## config.mk

```make
export PLATFORM = sky130hd
export DESIGN_NAME = arbitro_comparador_flat
export DESIGN_NICKNAME = d
export VERILOG_FILES = /design/src/rtl/arbitro_comparador_if.sv /design/src/rtl/arbitro_comparador.sv /design/src/flat_wrapper.sv
export SDC_FILE = /design/constraint.sdc
export NUM_CORES = 1
export LEC_CHECK = 0
export ABC_AREA = 1
export BUFFER_PORTS_ARGS = -buffer_cell sky130_fd_sc_hd__buf_2
export CORE_MARGIN = 10
export CORE_UTILIZATION = 56
export DETAILED_ROUTE_END_ITERATION = 10
export PLACE_DENSITY = 0.95
export SYNTH_ARGS = -nofsm -noshare
export SYNTH_HDL_FRONTEND = slang
export SYNTH_SLANG_ARGS = --single-unit
```

## constraint.sdc

```tcl
create_clock -name clk -period 3.05 [get_ports clk]
set_clock_uncertainty 0.15 [all_clocks]
set_input_delay 0 -clock clk [delete_from_list [all_inputs] [get_ports clk]]
set_output_delay 0 -clock clk [all_outputs]
set_load 0.05 [all_outputs]
```

## src/rtl/arbitro_comparador_if.sv

```systemverilog
// Request/result bundle between the two requesters and the shared comparator arbiter.
// The master side drives requests and operands; the slave side returns grants and results.
interface arbitro_comparador_if #(
    parameter int WIDTH  = 6,
    parameter int CWIDTH = 8
);
    logic              req0;
    logic [WIDTH-1:0]  a0;
    logic [WIDTH-1:0]  b0;
    logic              req1;
    logic [WIDTH-1:0]  a1;
    logic [WIDTH-1:0]  b1;
    logic              gnt0;
    logic              gnt1;
    logic              busy;
    logic              valid;
    logic              diferente;
    logic              id;
    logic [CWIDTH-1:0] cont_dif;

    modport master (
        output req0, a0, b0, req1, a1, b1,
        input  gnt0, gnt1, busy, valid, diferente, id, cont_dif
    );

    modport slave (
        input  req0, a0, b0, req1, a1, b1,
        output gnt0, gnt1, busy, valid, diferente, id, cont_dif
    );
endinterface

```

## src/rtl/arbitro_comparador.sv

```systemverilog
// Round-robin arbiter sharing one WIDTH-bit inequality comparator between two requesters,
// with a registered tagged result pulse and a saturating count of "different" results.
module arbitro_comparador_xor #(
    parameter int WIDTH = 6
) (
    input  logic [WIDTH-1:0] a_i,
    input  logic [WIDTH-1:0] b_i,
    output logic             dif_o
);
    assign dif_o = |(a_i ^ b_i);
endmodule

module arbitro_comparador #(
    parameter int WIDTH  = 6,
    parameter int CWIDTH = 8
) (
    input  logic                  clk,
    input  logic                  reset,
    arbitro_comparador_if.slave   bus
);
    typedef enum logic [1:0] {
        OCIOSO    = 2'd0,
        COMPARA   = 2'd1,
        RESULTADO = 2'd2
    } estado_t;

    estado_t           estado_q;
    logic [WIDTH-1:0]  reg_a_q;
    logic [WIDTH-1:0]  reg_b_q;
    logic              ultimo_q;
    logic              gnt0_q;
    logic              gnt1_q;
    logic              valid_q;
    logic              dif_q;
    logic              id_q;
    logic [CWIDTH-1:0] cont_q;

    logic              hay_req;
    logic              ganador_d;
    logic [WIDTH-1:0]  a_sel;
    logic [WIDTH-1:0]  b_sel;
    logic              dif_d;
    logic [CWIDTH-1:0] cont_d;

    arbitro_comparador_xor #(.WIDTH(WIDTH)) u_xor (
        .a_i   (reg_a_q),
        .b_i   (reg_b_q),
        .dif_o (dif_d)
    );

    // On a tie the requester that was not served last wins; otherwise the lone requester.
    always_comb begin
        hay_req   = bus.req0 | bus.req1;
        ganador_d = 1'b0;
        if (bus.req0 && bus.req1) ganador_d = ~ultimo_q;
        else if (bus.req1)        ganador_d = 1'b1;
        a_sel = ganador_d ? bus.a1 : bus.a0;
        b_sel = ganador_d ? bus.b1 : bus.b0;
    end

    always_comb begin
        cont_d = cont_q;
        if (dif_d && (cont_q != {CWIDTH{1'b1}})) cont_d = cont_q + CWIDTH'(1);
    end

    always_ff @(posedge clk or posedge reset) begin
        if (reset) begin
            estado_q <= OCIOSO;
            reg_a_q  <= '0;
            reg_b_q  <= '0;
            ultimo_q <= 1'b1;
            gnt0_q   <= 1'b0;
            gnt1_q   <= 1'b0;
            valid_q  <= 1'b0;
            dif_q    <= 1'b0;
            id_q     <= 1'b0;
            cont_q   <= '0;
        end else begin
            case (estado_q)
                OCIOSO: begin
                    gnt0_q  <= 1'b0;
                    gnt1_q  <= 1'b0;
                    valid_q <= 1'b0;
                    if (hay_req) begin
                        reg_a_q  <= a_sel;
                        reg_b_q  <= b_sel;
                        id_q     <= ganador_d;
                        ultimo_q <= ganador_d;
                        gnt0_q   <= ~ganador_d;
                        gnt1_q   <= ganador_d;
                        estado_q <= COMPARA;
                    end
                end
                COMPARA: begin
                    dif_q    <= dif_d;
                    valid_q  <= 1'b1;
                    gnt0_q   <= 1'b0;
                    gnt1_q   <= 1'b0;
                    cont_q   <= cont_d;
                    estado_q <= RESULTADO;
                end
                RESULTADO: begin
                    // Requests are deliberately ignored here, giving one comparison per 3 cycles.
                    valid_q  <= 1'b0;
                    estado_q <= OCIOSO;
                end
                default: begin
                    gnt0_q   <= 1'b0;
                    gnt1_q   <= 1'b0;
                    valid_q  <= 1'b0;
                    estado_q <= OCIOSO;
                end
            endcase
        end
    end

    assign bus.gnt0      = gnt0_q;
    assign bus.gnt1      = gnt1_q;
    assign bus.busy      = (estado_q != OCIOSO);
    assign bus.valid     = valid_q;
    assign bus.diferente = dif_q;
    assign bus.id        = id_q;
    assign bus.cont_dif  = cont_q;
endmodule
```

## src/flat_wrapper.sv

```systemverilog
// flat-port wrapper written by rule: the top's interface ports become plain ports
module arbitro_comparador_flat 
#(
    parameter int WIDTH  = 6,
    parameter int CWIDTH = 8
)
  (clk, reset, bus_req0, bus_a0, bus_b0, bus_req1, bus_a1, bus_b1, bus_gnt0, bus_gnt1, bus_busy, bus_valid, bus_diferente, bus_id, bus_cont_dif);
  arbitro_comparador_if #(.WIDTH(WIDTH), .CWIDTH(CWIDTH)) bus_i ();
  input  logic clk;
  input  logic reset;
  input wire logic [$bits(bus_i.req0)-1:0] bus_req0;
  input wire logic [$bits(bus_i.a0)-1:0] bus_a0;
  input wire logic [$bits(bus_i.b0)-1:0] bus_b0;
  input wire logic [$bits(bus_i.req1)-1:0] bus_req1;
  input wire logic [$bits(bus_i.a1)-1:0] bus_a1;
  input wire logic [$bits(bus_i.b1)-1:0] bus_b1;
  output wire logic [$bits(bus_i.gnt0)-1:0] bus_gnt0;
  output wire logic [$bits(bus_i.gnt1)-1:0] bus_gnt1;
  output wire logic [$bits(bus_i.busy)-1:0] bus_busy;
  output wire logic [$bits(bus_i.valid)-1:0] bus_valid;
  output wire logic [$bits(bus_i.diferente)-1:0] bus_diferente;
  output wire logic [$bits(bus_i.id)-1:0] bus_id;
  output wire logic [$bits(bus_i.cont_dif)-1:0] bus_cont_dif;
  assign bus_i.req0 = bus_req0;
  assign bus_i.a0 = bus_a0;
  assign bus_i.b0 = bus_b0;
  assign bus_i.req1 = bus_req1;
  assign bus_i.a1 = bus_a1;
  assign bus_i.b1 = bus_b1;
  assign bus_gnt0 = bus_i.gnt0;
  assign bus_gnt1 = bus_i.gnt1;
  assign bus_busy = bus_i.busy;
  assign bus_valid = bus_i.valid;
  assign bus_diferente = bus_i.diferente;
  assign bus_id = bus_i.id;
  assign bus_cont_dif = bus_i.cont_dif;
  arbitro_comparador #(.WIDTH(WIDTH), .CWIDTH(CWIDTH)) u_core (.clk(clk), .reset(reset), .bus(bus_i));
endmodule
```

# == Word level (Yosys, flattened, before mapping) ==
# Index checks and enable logic that the tools add are counted.
# op_classes
addsub,1
n_eq_ne,4
mux,11
n_bitwise,4
reduce_logical,7
# op_table
operator,count
$mux W6,2
$add A8 B1 Y8 const B,1
$ne A8 B8 Y1 const B,1
$reduce_or A6 Y1,1
$xor A6 B6 Y6,1
$mux W1,5
$pmux W1 S2,2
$pmux W2 S2,1
$reduce_and A2 Y1,2
$eq A2 B1 Y1 const B,1
$eq A2 B2 Y1 const B,1
$logic_and A1 B1 Y1,2
$logic_not A2 Y1,1
$mux W2,1
$ne A2 B1 Y1 const B,1
$not A1 Y1,2
$reduce_bool A2 Y1,1
$or A1 B1 Y1,1
# word_totals
register_bits,28
in_bits,28
wordCells,37

# == Logic depth before layout (Yosys ltp) ==
# logic_depth
word_depth,5
mapped_depth,8
depth_no_buf,8

# == Cells and area by module ==
# From an unflattened synthesis, not the netlist that was laid out.
# unflattened
cells_unflattened,194
hier_area_um2,1488.9
# by_module_without_submodules
module,n_inst,cells_each,area_per_inst_um2,seq_area_each_um2
arbitro_comparador,1,161,1363.8,701.9
arbitro_comparador_xor,1,33,125.1,0.0

# == Worst setup path after synthesis ==
# OpenSTA, ideal clock, no wires.
# synth_path
kind,register -> register
start,register u_core.cont_q[0] (netlist: u_core.bus.cont_dif[0])
end,register u_core.cont_q[6] (netlist: u_core.bus.cont_dif[6])
setup_time_ps,66
arrival_ps,1581
required_ps,2834
path_slack_ps,1253
path_stages_with_launch,8
path_buffers,0
synth_period_minus_slack_ps,1797
path_cell_list,dfrtp_1 > ha_1 > nand2_1 > inv_1 > nand4_4 > nand3_4 > nand2_1 > nand2_1
# synth_between
elab_chain_len,3
word_cells_on_any_way,4
cone_classes,add/sub (1); eq/ne (1); reduce/logical (2)
# synth_rtl
item,line_no,text
from (decl),arbitro_comparador.sv:36,logic [CWIDTH-1:0] cont_q;
from (signal assigned),arbitro_comparador.sv:99,cont_q <= cont_d;
branches (longest 3 deep; another with $add A8 B1 Y8),n/a,
# Several ways; the timed one is not identified.
# A chain may end at the register's enable or synchronous reset.

# == Final worst setup path ==
# layout_path
start,register u_core.ultimo_q
end,register u_core.reg_a_q[2]
# layout_between
elab_chain_len,3
# layout_rtl
item,line_no,text
from (decl),arbitro_comparador.sv:30,logic ultimo_q;
from (signal assigned),arbitro_comparador.sv:88,ultimo_q <= ganador_d;
$not A1 Y1,arbitro_comparador.sv:55,if (bus.req0 && bus.req1) ganador_d = ~ultimo_q;
$mux W1,arbitro_comparador.sv:55,
$mux W6,arbitro_comparador.sv:57,a_sel = ganador_d ? bus.a1 : bus.a0;
to (signal assigned),arbitro_comparador.sv:85,reg_a_q <= a_sel;
to (decl),arbitro_comparador.sv:28,logic [WIDTH-1:0] reg_a_q;
# Every way passes these cells.

==> out/qor.yml <==
setup_path:
  crit_required_ns: 3.14
  critPathSlowestCell: "sky130_fd_sc_hd__dlygate4sd3_1"
  max_stage_delay_ns: 0.61
  crit_arrival_ns: 2.52
  setup.worst_path.start_class: "register"
  criticalPathCategory: "register to register"
  cp_common_cell: "sky130_fd_sc_hd__nand2_1"
  timing.critical_path.cells: "nand2_1 -> nand2_1 -> inv_2 -> o21ai_2 -> o22ai_2 -> dlygate4sd3_1"
  cp-end-kind: "register"
  path_max_fanout: 14
sta:
  max_freq_mhz: 411.0
  setup-tns-final_ns: 0
  number_of_hold_slack_violations_in_the_final_timing_report: 0
  worst_pin_slew_ns: 1.025
  min_period_over_period: 0.7978
  timing.final.ws_setup_ns: 0.6167
  setup_viol: 0
  slew-limit-headroom: 0.3161
  timing.final.crit_period_ns: 2.433
  slew_violations: 0
  grt_setup_unrepaired: "false"
clock_tree:
  numCtsBuffers: 3
  clock_sinks: 28
  cts_htree_levels: 1
  cts.clk_slew.worst_paths_ns: 0.16
  ctsLongestPathBuffers: 2
  tritoncts: "yes"
  clock_insertion_delay_worst_skew_ns: 0.34
  postCtsResizedCells: 0
  post_cts_buffers: 0
  root_driver: "sky130_fd_sc_hd__clkbuf_4"
placement:
  port_buffers: 41
  gp_routability_congestion: 0.8073
  place_ws_ns: 1.270
  place_hpwl_um: 2684
  dp.cells: 246
finish:
  antenna_cells: 0
  layout.cells.most_common: "sky130_fd_sc_hd__nand2_1"
  layout-drive-gt1-share: 0.3333
  final_core_util: 0.7659
  final_cell_count_no_fill: 277
  most-common-layout-cells: "51 x sky130_fd_sc_hd__nand2_1, 41 x sky130_fd_sc_hd__buf_2, 27 x sky130_fd_sc_hd__dlygate4sd3_1, 27 x sky130_fd_sc_hd__dfrtp_1, 18 x sky130_fd_sc_hd__nor2_1"
  p_r_area_growth_vs_syn_pct: 30.55
  nets: 276
logic_synthesis:
  ys_types: 28
  synth_area_per_cell_um2: 8.988
  synth_cells: 180
  synthesis.nets: 209
  ys_warn_count: 0
  synth.yosys.seq_area_share: 0.4339
  post_synth_instance_area_um2: 1618
  synth_seq_cells: 28
global_route:
  antenna_found_initial: 0
  first_global_vias: 1462
  global_route.overflow_total: 0
  grt_pass1_wl_um: 7176
  grt_start_max_net_pins: 32
  track_usage: 0.1687
route:
  remaining_drc_errors: 0
  1st_pass_router_iterations: 4
  viasPerCell: 5.253
  routed_wirelength_um: 4442
  ant_nets: 0
  detail_route.iter0.violations: 133
  wl_per_cell_um: 16.04
  routed-via-count: 1455
power:
  power_leakage_nw: 1.105
  vdd_ir_drop_max_mv: 0.7696
  power_per_cell_area_nw_per_um2: 961.0
  totalPowerFinal_w: 0.002030
run_status:
  status: "finished, final reports clean"
floorplanning:
  io_pins: 42
  fp.coreArea_um2: 2758
  die_area_um2: 5439
  die_w_um: 73.75
  fp.dieH_um: 73.75
  fp-row-count: 19
  initial_core_util: 0.5867
worst_hold_path:
  timing.hold.worst.class: "input pin to register"
run:
  drv_cap: 0
-- metal layers --
layer  global-route usage  vias up  share of wire
li1                     -      724              -
met1               0.2029      667           0.42
met2               0.2936       57           0.52
met3              0.02288        7          0.046
met4              0.06625        0          0.021
met5                    0        -              0
-- area by class of cell --
cell class	instances	area, um^2
multi-input combinational	126	784.5
sequential	28	701.9
fill	184	645.6
timing repair buffer	68	475.5
inverter	20	75.07
tap	31	38.79
clock buffer	4	36.28
-- stage by stage --
stage               area (um^2)  hold WS [ns]
global route               2112       0.07748
CTS                        2112       0.04660
global placement           1805        0.1066
floorplan                  1618      -0.08533
finish                     2112       0.05462
detailed placement         1805        0.1025
-- Yosys cell counts (all sizes together) --
cell	instances	share of area
xor2	2	0.011
o21ai	12	0.053
dfrtp	27	0.42
a32o	1	0.0062
nor2	21	0.065
nand3b	2	0.0093
or2	1	0.0054
ha	1	0.0077
inv	20	0.046
nand4	9	0.044
nand3	12	0.068
nand2	53	0.13
o22ai	8	0.058
o211ai	4	0.031
buf	6	0.035
dfstp	1	0.016
-- worst max-delay path, delay by kind of cell (launching register included) --
family          cells  cell delay (ns)
simple gates        2             0.44
flops               1             0.57
buf+inv             2             0.89
compound gates      2             0.28
-- registers in the layout, indices dropped and copies added (netlist names) --
register / flops
u_core.bus.id: 1
u_core.bus.valid: 1
u_core.reg_a_q: 6
u_core.bus.gnt1: 1
u_core.estado_q: 2
u_core.reg_b_q: 6
u_core.bus.cont_dif: 8
u_core.bus.diferente: 1
u_core.bus.gnt0: 1
u_core.ultimo_q: 1
-- cell families (layout without fill, tap and decap cells) --
| group | Yosys count | in the layout | share of synthesized area |
|---|---|---|---|
| AOI/OAI and AO/OA | 25 | 25 | 0.1485 |
| and+or+nand+nor | 98 | 98 | 0.3179 |
| xor gates and xnor gates | 2 | 2 | 0.01083 |
| adders and majority gates | 1 | 1 | 0.007733 |
| buffers and inverters | 26 | 92 | 0.08120 |
| DFF | 28 | 28 | 0.4339 |
-- power breakdown --
group,internal (W),switching (W)
Sequential,0.000530,0.000108
Clock,0.0000732,0.000115
Combinational,0.000445,0.000759
Total,0.00105,0.000982
-- what timing repair did --
| item | CTS | global route |
|---|---|---|
| hold buffers | 27 | 0 |
| hold endpoints to repair | 41 | 0 |
| setup endpoints to repair | 0 | 0 |
-- path summary, 6_finish.rpt --
path	start	slack, ns	endpoint	cells after the start
setup / recovery	u_core.ultimo_q$_DFFE_PP1P_	0.62	u_core.reg_a_q[2]$_DFFE_PP0P_	6
hold / removal	bus_req0	0.05	u_core.estado_q[0]$_DFFE_PP0P_	3
setup reg to reg	u_core.ultimo_q$_DFFE_PP1P_	0.62	u_core.reg_a_q[2]$_DFFE_PP0P_	6
hold reg to reg	u_core.bus.id$_DFFE_PP0P_	0.37	u_core.bus.id$_DFFE_PP0P_	2
max in group asynchronous	reset	1.85	u_core.bus.cont_dif[3]$_DFFE_PP0P_	3
min in group asynchronous	reset	0.28	u_core.reg_b_q[1]$_DFFE_PP0P_	3
(Power assumes the default switching activity.)
